<file path="src/rtl/freq_ramp_ctrl_if.sv">
// Signal bundle between a ramp requester and freq_ramp_ctrl.
// The requester drives config and pulses; the controller drives the generator word and status.
interface freq_ramp_ctrl_if #(
  parameter int PW = 32,
  parameter int DW = 16
);
  // Handshake: start/stop are one-cycle request pulses sampled on the rising clock
  // edge. There is no ready; a request the FSM cannot act on in its current state is
  // dropped, never queued. The config words only matter on the edge that takes start.
  logic          start;
  logic          stop;
  logic [PW-1:0] start_period;
  logic [PW-1:0] target_period;
  logic [PW-1:0] step;
  logic [DW-1:0] dwell;

  logic [PW-1:0] period_out;
  logic          gen_enable;
  logic          busy;
  logic          at_speed;
  logic          done;
  logic [1:0]    state;

  modport master (
    output start, stop, start_period, target_period, step, dwell,
    input  period_out, gen_enable, busy, at_speed, done, state
  );

  modport slave (
    input  start, stop, start_period, target_period, step, dwell,
    output period_out, gen_enable, busy, at_speed, done, state
  );
endinterface

</file>
<file path="src/rtl/freq_ramp_ctrl.sv">
// Trapezoidal half-period ramp controller: accelerates from start_period to target_period,
// holds at speed, then decelerates back and releases the frequency generator.
module freq_ramp_ctrl #(
  parameter int PW = 32,
  parameter int DW = 16
) (
  input  logic                   clock,
  input  logic                   reset,
  freq_ramp_ctrl_if.slave        bus
);

  typedef enum logic [1:0] {
    IDLE  = 2'd0,
    ACCEL = 2'd1,
    RUN   = 2'd2,
    DECEL = 2'd3
  } state_t;

  state_t        state_q, state_d;
  logic [PW-1:0] period_q, period_d;
  logic [PW-1:0] cfg_start_q, cfg_start_d;
  logic [PW-1:0] cfg_target_q, cfg_target_d;
  logic [PW-1:0] cfg_step_q, cfg_step_d;
  logic [DW-1:0] cfg_dwell_q, cfg_dwell_d;
  logic [DW-1:0] cnt_q, cnt_d;
  logic          gen_q, gen_d;
  logic          busy_q, busy_d;
  logic          at_speed_q, at_speed_d;
  logic          done_q, done_d;

  logic [PW:0]   dec_sum;
  logic [PW:0]   inc_sum;
  logic [PW-1:0] dec_next;
  logic [PW-1:0] inc_next;
  logic          step_now;

  // One extra bit catches borrow/carry so period_out clamps instead of wrapping.
  always_comb begin
    dec_sum  = {1'b0, period_q} - {1'b0, cfg_step_q};
    inc_sum  = {1'b0, period_q} + {1'b0, cfg_step_q};
    dec_next = dec_sum[PW-1:0];
    inc_next = inc_sum[PW-1:0];
    if (dec_sum[PW] || (dec_sum[PW-1:0] < cfg_target_q)) begin
      dec_next = cfg_target_q;
    end
    if (inc_sum[PW] || (inc_sum[PW-1:0] > cfg_start_q)) begin
      inc_next = cfg_start_q;
    end
    step_now = (cnt_q == cfg_dwell_q);
  end

  always_comb begin
    state_d      = state_q;
    period_d     = period_q;
    cfg_start_d  = cfg_start_q;
    cfg_target_d = cfg_target_q;
    cfg_step_d   = cfg_step_q;
    cfg_dwell_d  = cfg_dwell_q;
    cnt_d        = cnt_q;
    gen_d        = gen_q;
    busy_d       = busy_q;
    at_speed_d   = at_speed_q;
    done_d       = 1'b0;

    case (state_q)
      IDLE: begin
        // start has priority over stop here; a lone stop is meaningless while idle.
        if (bus.start) begin
          cfg_start_d  = bus.start_period;
          cfg_target_d = bus.target_period;
          cfg_step_d   = (bus.step == '0) ? PW'(1) : bus.step;
          cfg_dwell_d  = bus.dwell;
          cnt_d        = '0;
          gen_d        = 1'b1;
          busy_d       = 1'b1;
          if (bus.target_period < bus.start_period) begin
            state_d    = ACCEL;
            period_d   = bus.start_period;
            at_speed_d = 1'b0;
          end else begin
            state_d    = RUN;
            period_d   = bus.target_period;
            at_speed_d = 1'b1;
          end
        end
      end

      ACCEL: begin
        if (bus.stop) begin
          state_d    = DECEL;
          cnt_d      = '0;
          at_speed_d = 1'b0;
        end else if (step_now) begin
          cnt_d    = '0;
          period_d = dec_next;
          if (dec_next == cfg_target_q) begin
            state_d    = RUN;
            at_speed_d = 1'b1;
          end
        end else begin
          cnt_d = cnt_q + DW'(1);
        end
      end

      RUN: begin
        if (bus.stop) begin
          state_d    = DECEL;
          cnt_d      = '0;
          at_speed_d = 1'b0;
        end
      end

      DECEL: begin
        // The slowest period is held for a full dwell interval before the generator is released.
        if (step_now) begin
          cnt_d = '0;
          if (period_q == cfg_start_q) begin
            state_d    = IDLE;
            period_d   = '0;
            gen_d      = 1'b0;
            busy_d     = 1'b0;
            at_speed_d = 1'b0;
            done_d     = 1'b1;
          end else begin
            period_d = inc_next;
          end
        end else begin
          cnt_d = cnt_q + DW'(1);
        end
      end

      default: begin
        state_d    = IDLE;
        period_d   = '0;
        gen_d      = 1'b0;
        busy_d     = 1'b0;
        at_speed_d = 1'b0;
        cnt_d      = '0;
      end
    endcase
  end

  always_ff @(posedge clock or posedge reset) begin
    if (reset) begin
      state_q      <= IDLE;
      period_q     <= '0;
      cfg_start_q  <= '0;
      cfg_target_q <= '0;
      cfg_step_q   <= '0;
      cfg_dwell_q  <= '0;
      cnt_q        <= '0;
      gen_q        <= 1'b0;
      busy_q       <= 1'b0;
      at_speed_q   <= 1'b0;
      done_q       <= 1'b0;
    end else begin
      state_q      <= state_d;
      period_q     <= period_d;
      cfg_start_q  <= cfg_start_d;
      cfg_target_q <= cfg_target_d;
      cfg_step_q   <= cfg_step_d;
      cfg_dwell_q  <= cfg_dwell_d;
      cnt_q        <= cnt_d;
      gen_q        <= gen_d;
      busy_q       <= busy_d;
      at_speed_q   <= at_speed_d;
      done_q       <= done_d;
    end
  end

  assign bus.period_out = period_q;
  assign bus.gen_enable = gen_q;
  assign bus.busy       = busy_q;
  assign bus.at_speed   = at_speed_q;
  assign bus.done       = done_q;
  assign bus.state      = state_q;

endmodule

</file>
<file path="src/flat_wrapper.sv">
// flat-port wrapper written by rule: the top's interface ports become plain ports
module freq_ramp_ctrl_flat 
#(
  parameter int PW = 32,
  parameter int DW = 16
)
  (clock, reset, bus_start, bus_stop, bus_start_period, bus_target_period, bus_step, bus_dwell, bus_period_out, bus_gen_enable, bus_busy, bus_at_speed, bus_done, bus_state);
  freq_ramp_ctrl_if #(.PW(PW), .DW(DW)) bus_i ();
  input  logic clock;
  input  logic reset;
  input wire logic [$bits(bus_i.start)-1:0] bus_start;
  input wire logic [$bits(bus_i.stop)-1:0] bus_stop;
  input wire logic [$bits(bus_i.start_period)-1:0] bus_start_period;
  input wire logic [$bits(bus_i.target_period)-1:0] bus_target_period;
  input wire logic [$bits(bus_i.step)-1:0] bus_step;
  input wire logic [$bits(bus_i.dwell)-1:0] bus_dwell;
  output wire logic [$bits(bus_i.period_out)-1:0] bus_period_out;
  output wire logic [$bits(bus_i.gen_enable)-1:0] bus_gen_enable;
  output wire logic [$bits(bus_i.busy)-1:0] bus_busy;
  output wire logic [$bits(bus_i.at_speed)-1:0] bus_at_speed;
  output wire logic [$bits(bus_i.done)-1:0] bus_done;
  output wire logic [$bits(bus_i.state)-1:0] bus_state;
  assign bus_i.start = bus_start;
  assign bus_i.stop = bus_stop;
  assign bus_i.start_period = bus_start_period;
  assign bus_i.target_period = bus_target_period;
  assign bus_i.step = bus_step;
  assign bus_i.dwell = bus_dwell;
  assign bus_period_out = bus_i.period_out;
  assign bus_gen_enable = bus_i.gen_enable;
  assign bus_busy = bus_i.busy;
  assign bus_at_speed = bus_i.at_speed;
  assign bus_done = bus_i.done;
  assign bus_state = bus_i.state;
  freq_ramp_ctrl #(.PW(PW), .DW(DW)) u_core (.clock(clock), .reset(reset), .bus(bus_i));
endmodule
</file>
<file path="config.mk">
export PLATFORM = sky130hd
export DESIGN_NAME = freq_ramp_ctrl_flat
export DESIGN_NICKNAME = d
export VERILOG_FILES = /design/src/rtl/freq_ramp_ctrl_if.sv /design/src/rtl/freq_ramp_ctrl.sv /design/src/flat_wrapper.sv
export SDC_FILE = /design/constraint.sdc
export NUM_CORES = 1
export LEC_CHECK = 0
export ABC_AREA = 1
export CAP_MARGIN = 20
export CORE_MARGIN = 2
export CORE_UTILIZATION = 50
export CTS_BUF_LIST = sky130_fd_sc_hd__clkbuf_2 sky130_fd_sc_hd__clkbuf_4 sky130_fd_sc_hd__clkbuf_8
export DETAILED_ROUTE_END_ITERATION = 12
export GPL_TIMING_DRIVEN = 0
export PLACE_DENSITY = 0.74
export SYNTH_ARGS = -nofsm -noshare
export SYNTH_HDL_FRONTEND = slang
export SYNTH_SLANG_ARGS = --single-unit
</file>
<file path="constraint.sdc">
create_clock -name clock -period 6.2 [get_ports clock]
set_clock_uncertainty 0.1 [all_clocks]
set_input_delay 1.55 -clock clock [delete_from_list [all_inputs] [get_ports clock]]
set_output_delay 1.55 -clock clock [all_outputs]
set_load 0.03 [all_outputs]
</file>
==> impl_metrics.csv, run 1 <==
group,metric,value,unit
routing,wl_per_cell,20.85,um
clock_tree,cts_setup_buffers,0,
routing,via_per_inst,5.607,
critical_path,cp-start-kind,"flop",
global_routing,antenna_found_initial,1,
routing,top_layer,"met4",
synth,ys_dominant_reg_cell,"dfrtp_1",
synth,synth_area_leaders,"dfrtp_1 25%, nand2_1 15%, ha_1 12%, inv_1 9.9%, o21ai_0 5.2%",
critical_path,worstSetupPathType,"reg -> reg",
placed_design,dpl.hpwl,54.47,mm
critical_path,cp-end-kind,"flop",
sta,drv_slew,0,
critical_path,cp_max_fo,10,
die,initial_core_util,0.5067,
routing,drt-initial-drc-count,1547,
synth,avgSynthCellArea,6.596,um^2
routing,wl_met3,5.180,mm
final_layout,final_common_cell,"nand2_1",
final_layout,seq_area,4129,um^2
die,io_pins,154,
clock_tree,clk_pin_slew_worst_paths,0.11,ns
run_status,status,"finished clean",
routing,m1WireLength,28.48,mm
sta,final_hold_viol_count,0,
synth,syn_nets,2774,
clock_tree,tritoncts,"built",
die,die_x,185.3,um
job,drv_cap,0,
routing,routed_wl,65.11,mm
final_layout,layout-drive-gt1-share,0.06308,
die,dieArea,34350,um^2
final_layout,multiInputGateArea,10130,um^2
sta,worst_slew_pin_slew,0.9717,ns
critical_path,worstPathRequired,6.51,ns
routing,via_count,17500,
sta,fin_crit,5.819,ns
final_layout,final_nets,2947,
routing,met2WireLength,28.92,mm
clock_tree,clockRootBuffer,"clkbuf_8",
global_routing,grt_pass1_wl,97.10,mm
sta,maxSlewHeadroom,0.3522,
synth,synth_top_area_frac,0.2511,
final_layout,final_cell_mix,"639 x nand2_1, 431 x inv_1, 181 x nor2_1",
synth,ys_types,56,
critical_path,cp.arrival,6.13,ns
clock_tree,clock_tree.buffer_depth,2,
clock_tree,cts.sinks,165,
final_layout,fill_cells,3218,
routing,drcViolationCount,0,
sta,finalSetupViolCount,0,
sta,finalCritPeriodShare,0.9385,
global_routing,grt_pass1_vias,16810,
hold_path,hold_path.class,"reg -> reg",
sta,hold_ws,0.3847,ns
placed_design,port_buffers,153,
synth,yosys_warnings,0,
synth,synth_cells,2493,
die,rows,66,
die,coreArea,32450,um^2
clock_tree,cts_buffers,17,
synth,yosysSeqAreaShare,0.2511,
synth,synth_seq_cells,165,
final_layout,synthToLayoutAreaGrowth,15.47,%
critical_path,reg2reg_slack,0.38,ns
synth,syn_area,16440,um^2
synth,yosys.area.top_type,"dfrtp_1",
global_routing,grtUsageTotal,0.3849,
sta,fmax,171.9,MHz
routing,drt_pass1_iterations,6,
clock_tree,htree_levels,4,
clock_tree,clk_latency,0.53,ns
routing,drtAntennaViolNets,0,
die,dieHeight,185.3,um
synth,async_flop_share,1.000,
global_routing,overflow,0,
sta,rsz0062_at_grt,"no",
global_routing,grt_max_degree,121,
placed_design,gp_congestion,1.023,
synth,synth_edf_count,0,
[kinds of logic (layout without fill, tap and decap cells)]
group | Yosys count | after routing | synth area share
xor+xnor | 71 | 71 | 0.03827
mux | 28 | 28 | 0.01918
other cells | 0 | 1 | 0
simple gates | 1105 | 1105 | 0.2882
buf+inv | 549 | 735 | 0.1335
flops | 165 | 165 | 0.2511
compound gates | 410 | 410 | 0.1434
fa+ha+maj | 165 | 165 | 0.1265
[flip-flops by register name, summed over array words and instances (netlist names)]
| register | cells |
|---|---|
| u_core.bus.at_speed | 1 |
| u_core.bus.busy | 1 |
| u_core.bus.done | 1 |
| u_core.bus.period_out | 32 |
| u_core.bus.state | 2 |
| u_core.cfg_dwell_q | 16 |
| u_core.cfg_start_q | 32 |
| u_core.cfg_step_q | 32 |
| u_core.cfg_target_q | 32 |
| u_core.cnt_q | 16 |
[layer usage]
metal | vias to the layer above | GRT usage
li1 | 8344 | -
met1 | 8273 | 0.5187
met2 | 769 | 0.6118
met3 | 118 | 0.06213
met4 | 0 | 0.1603
met5 | - | 0
[area by class of cell]
class	instances	area share
tap	442	0.02913
sequential	165	0.2175
timing repair buffer	154	0.08211
multi-input combinational	1779	0.5333
buffer	95	0.02583
antenna	1	0.0001318
inverter	454	0.09015
clock inverter	13	0.008435
clock buffer	19	0.01344
[Yosys cell counts (10+ instances only)]
master    number
nand3_1      124
buf_2         35
nor3_1        16
clkbuf_1      43
nor2_1       181
a21oi_1      129
o211ai_1      25
o21a_1        18
o21ai_1       10
dfrtp_1      165
mux2_2        28
xor2_1        48
inv_1        432
nand3b_1      18
nand4_1       83
buf_6         10
o21ai_0      172
nand2_1      639
xnor2_1       22
nor4_1        13
ha_1         163
nand2_2       10
or2_2         10
inv_2         17
[critical path: stages (launching register included)]
cell and delay (ns):
dfrtp_1 0.47, ha_1 0.32, buf_4 0.17, inv_2 0.08
nand3_1 0.06, nand2_1 0.11, a21oi_1 0.15, o21bai_1 0.31
a21boi_0 0.22, o21ai_0 0.45, nand2_1 0.19, nand2_1 0.11
nand2_1 0.05, nand2_1 0.15, inv_1 0.06, ha_1 0.30
nand2_1 0.08, nor2_1 0.04, a211oi_1 0.24, o221ai_1 0.15
a21oi_1 0.42, nand2_1 0.09, nand2_1 0.23, clkbuf_1 0.51
nand3_1 0.16, nand3_1 0.18, nand4_1 0.14, o21a_1 0.17
[repair_timing]
| item | in CTS | in global routing |
|---|---|---|
| hold buffers | 0 | 0 |
| endpoints found under the setup margin | 0 | 6 |
| resized for setup | 0 | 1 |
[final timing paths]
check | start | end | depth (start not counted)
setup / recovery | u_core.bus.period_out[2] | u_core.bus.period_out[28] | 27
hold / removal | u_core.bus.at_speed | u_core.bus.at_speed | 2
setup reg to reg | u_core.bus.period_out[2] | u_core.bus.period_out[28] | 27
hold reg to reg | u_core.bus.at_speed | u_core.bus.at_speed | 2
max in group asynchronous | reset | u_core.cfg_step_q[26] | 3
min in group asynchronous | reset | u_core.cfg_target_q[0] | 2
[metrics by stage]
step	TNS (ns)	setup slack, ns	util	instance area (um^2)	std cells
floorplan	0	0.08832	-	16440	2493
global placement	-388.72	-2.388	0.5709	18530	3088
detailed placement	0	0.2063	0.5720	18560	3089
CTS	0	0.1639	0.5848	18980	3121
global route	0	0.02381	0.5850	18980	3121
finish	0	0.3813	0.5850	18990	3122
Power of run 1 is left out: the tool's default activity adds up to more than one toggle a clock period on the data nets, which glitch-free logic cannot reach.
==> run 2: changes to the inputs <==
CORE_MARGIN = not set   (was 2)
==> run 2 against run 1 <==
The flow now finishes with violations (DRC). Worst hold slack improved by 0.0049 ns. First-iteration DRC count increased by 7.9%. Register-to-register slack improved by 0.12 ns. Design area about the same. Maximum frequency increased by 2.1%. Utilization about the same. Routed wire length decreased by 1.1%. Worst setup slack improved by 0.12 ns. Sequential cell count unchanged. Count of clock-buffer cells in the layout decreased by 1. Die area decreased by 2.1%. Critical endpoint is now u_core.bus.period_out[20]. Largest cell class unchanged. Highest routed layer unchanged.
==> impl_metrics.csv, run 2 (same netlist as run 1, synthesis figures left out) <==
group,metric,value,unit
run_status,status,"finished with violations",
run_status,violations,"DRC",
die,dieHeight,183.3,um
global_routing,grtUsageTotal,0.3857,
critical_path,cp-endpoint,"u_core.bus.period_out[20]",
critical_path,regToRegEndpoint,"u_core.bus.period_out[20]",
critical_path,cp-start-kind,"flop",
placed_design,dpl.hpwl,53.85,mm
critical_path,reg2reg_slack,0.50,ns
global_routing,antenna_found_initial,0,
routing,drt-initial-drc-count,1669,
sta,finalCritPeriodShare,0.9188,
sta,drv_slew,0,
placed_design,dp.cells,3089,
clock_tree,cts_buffers,17,
placed_design,port_buffers,153,
die,die_x,183.3,um
critical_path,rr_startpoint,"u_core.bus.period_out[22]",
placed_design,gp_congestion,1.049,
clock_tree,clock_tree.buffer_depth,2,
critical_path,worstSetupPathType,"reg -> reg",
clock_tree,cts.sinks,165,
global_routing,overflow,0,
global_routing,grt_pass1_wl,95.76,mm
sta,finalSetupViolCount,0,
die,rows,66,
final_layout,stdcell_count,3121,
clock_tree,clockRootBuffer,"clkbuf_8",
clock_tree,htree_levels,4,
routing,via_per_inst,5.617,
global_routing,grt_max_degree,116,
final_layout,synthToLayoutAreaGrowth,15.53,%
die,coreArea,32450,um^2
hold_path,hold_path.class,"reg -> reg",
sta,setup_tns,0,ns
routing,wl_per_cell,20.64,um
clock_tree,clk_pin_slew_worst_paths,0.11,ns
final_layout,layout-drive-gt1-share,0.06308,
sta,hold_ws,0.3896,ns
die,io_pins,154,
final_layout,final_common_cell,"nand2_1",
routing,routed_wl,64.42,mm
critical_path,worstRegToRegCells,24,
final_layout,final_nets,2947,
sta,final_hold_viol_count,0,
critical_path,cp_max_fo,10,
clock_tree,tritoncts,"built",
hold_path,whs_path_depth,2,
routing,drcViolationCount,1,
critical_path,crit_start,"u_core.bus.period_out[22]",
global_routing,grt_pass1_vias,16470,
critical_path,cp.arrival,5.98,ns
job,drv_cap,0,
critical_path,worstPathRequired,6.48,ns
sta,fmax,175.6,MHz
final_layout,final_cell_mix,"639 x nand2_1, 431 x inv_1, 181 x nor2_1",
sta,worst_slew_pin_slew,1.029,ns
routing,drt_pass1_iterations,12,
critical_path,cp-end-kind,"flop",
sta,fin_crit,5.696,ns
clock_tree,clk_latency,0.52,ns
die,dieArea,33620,um^2
die,initial_core_util,0.5067,
routing,via_count,17530,
routing,drtAntennaViolNets,0,
sta,maxSlewHeadroom,0.3139,
final_layout,insertedDiodeCount,0,
sta,rsz0062_at_grt,"no",
-- run 2: changes by cell type in the layout (fill, tap and decap cells not counted), sizes merged --
cell / before / now
clkbuf: 62 / 61
bufinv: 2 / 1
diode: 1 / 0
clkinv: 8 / 9
inv: 456 / 457
-- run 2: metrics by stage --
step	setup slack [ns]	utilization	cell area (um^2)
floorplan	0.08832	-	16440
global placement	-2.334	0.5709	18530
detailed placement	0.3851	0.5720	18560
CTS	0.3417	0.5852	18990
global route	0.2332	0.5854	19000
finish	0.5037	0.5854	19000
-- run 2: cell type report --
cell class / instances / area, um^2
Timing Repair Buffer: 154 / 1559
Sequential cell: 165 / 4129
Inverter: 454 / 1712
Clock buffer: 18 / 247.7
Multi-Input combinational cell: 1779 / 10130
Buffer: 95 / 490.5
Clock inverter: 14 / 180.2
Tap cell: 442 / 553.0
Fill cell: 3215 / 13460
-- run 2: critical path, cell delays in order (launching register included) --
cell	delay (ns)
dfrtp_1	0.52
ha_1	0.34
buf_2	0.18
nor2_1	0.19
inv_1	0.14
nor4_1	0.45
nand3_1	0.14
nand3_1	0.20
nand2_1	0.14
o21ai_0	0.26
xor2_1	0.21
inv_1	0.10
ha_1	0.30
nand2_1	0.07
inv_1	0.06
nand3_1	0.14
nor4_2	0.49
nand4_1	0.17
nand2_1	0.24
clkbuf_1	0.52
nand3_1	0.21
nand3_1	0.15
nand3_1	0.08
nand2_1	0.07
o21ai_0	0.07
-- run 2: worst min path at each step --
stage / start / endpoint
floorplan: u_core.cfg_start_q[13] / u_core.cfg_start_q[13]
global placement: u_core.bus.at_speed / u_core.bus.at_speed
detailed placement: u_core.bus.at_speed / u_core.bus.at_speed
CTS: u_core.bus.at_speed / u_core.bus.at_speed
global route: u_core.bus.at_speed / u_core.bus.at_speed
finish: u_core.bus.at_speed / u_core.bus.at_speed
-- run 2: metal layers --
metal  GRT usage  routed length [um]
met3     0.05222                4972
met5           0                   0
met1      0.5305               28380
met2      0.6138               28540
met4      0.1457                2527
-- run 2: what timing repair did --
action                     CTS  global route
hold buffers                 0             0
resized for setup            0             1
buffers inserted             0             0
setup endpoints to repair    0             2
Power of run 2 is left out for the same reason.
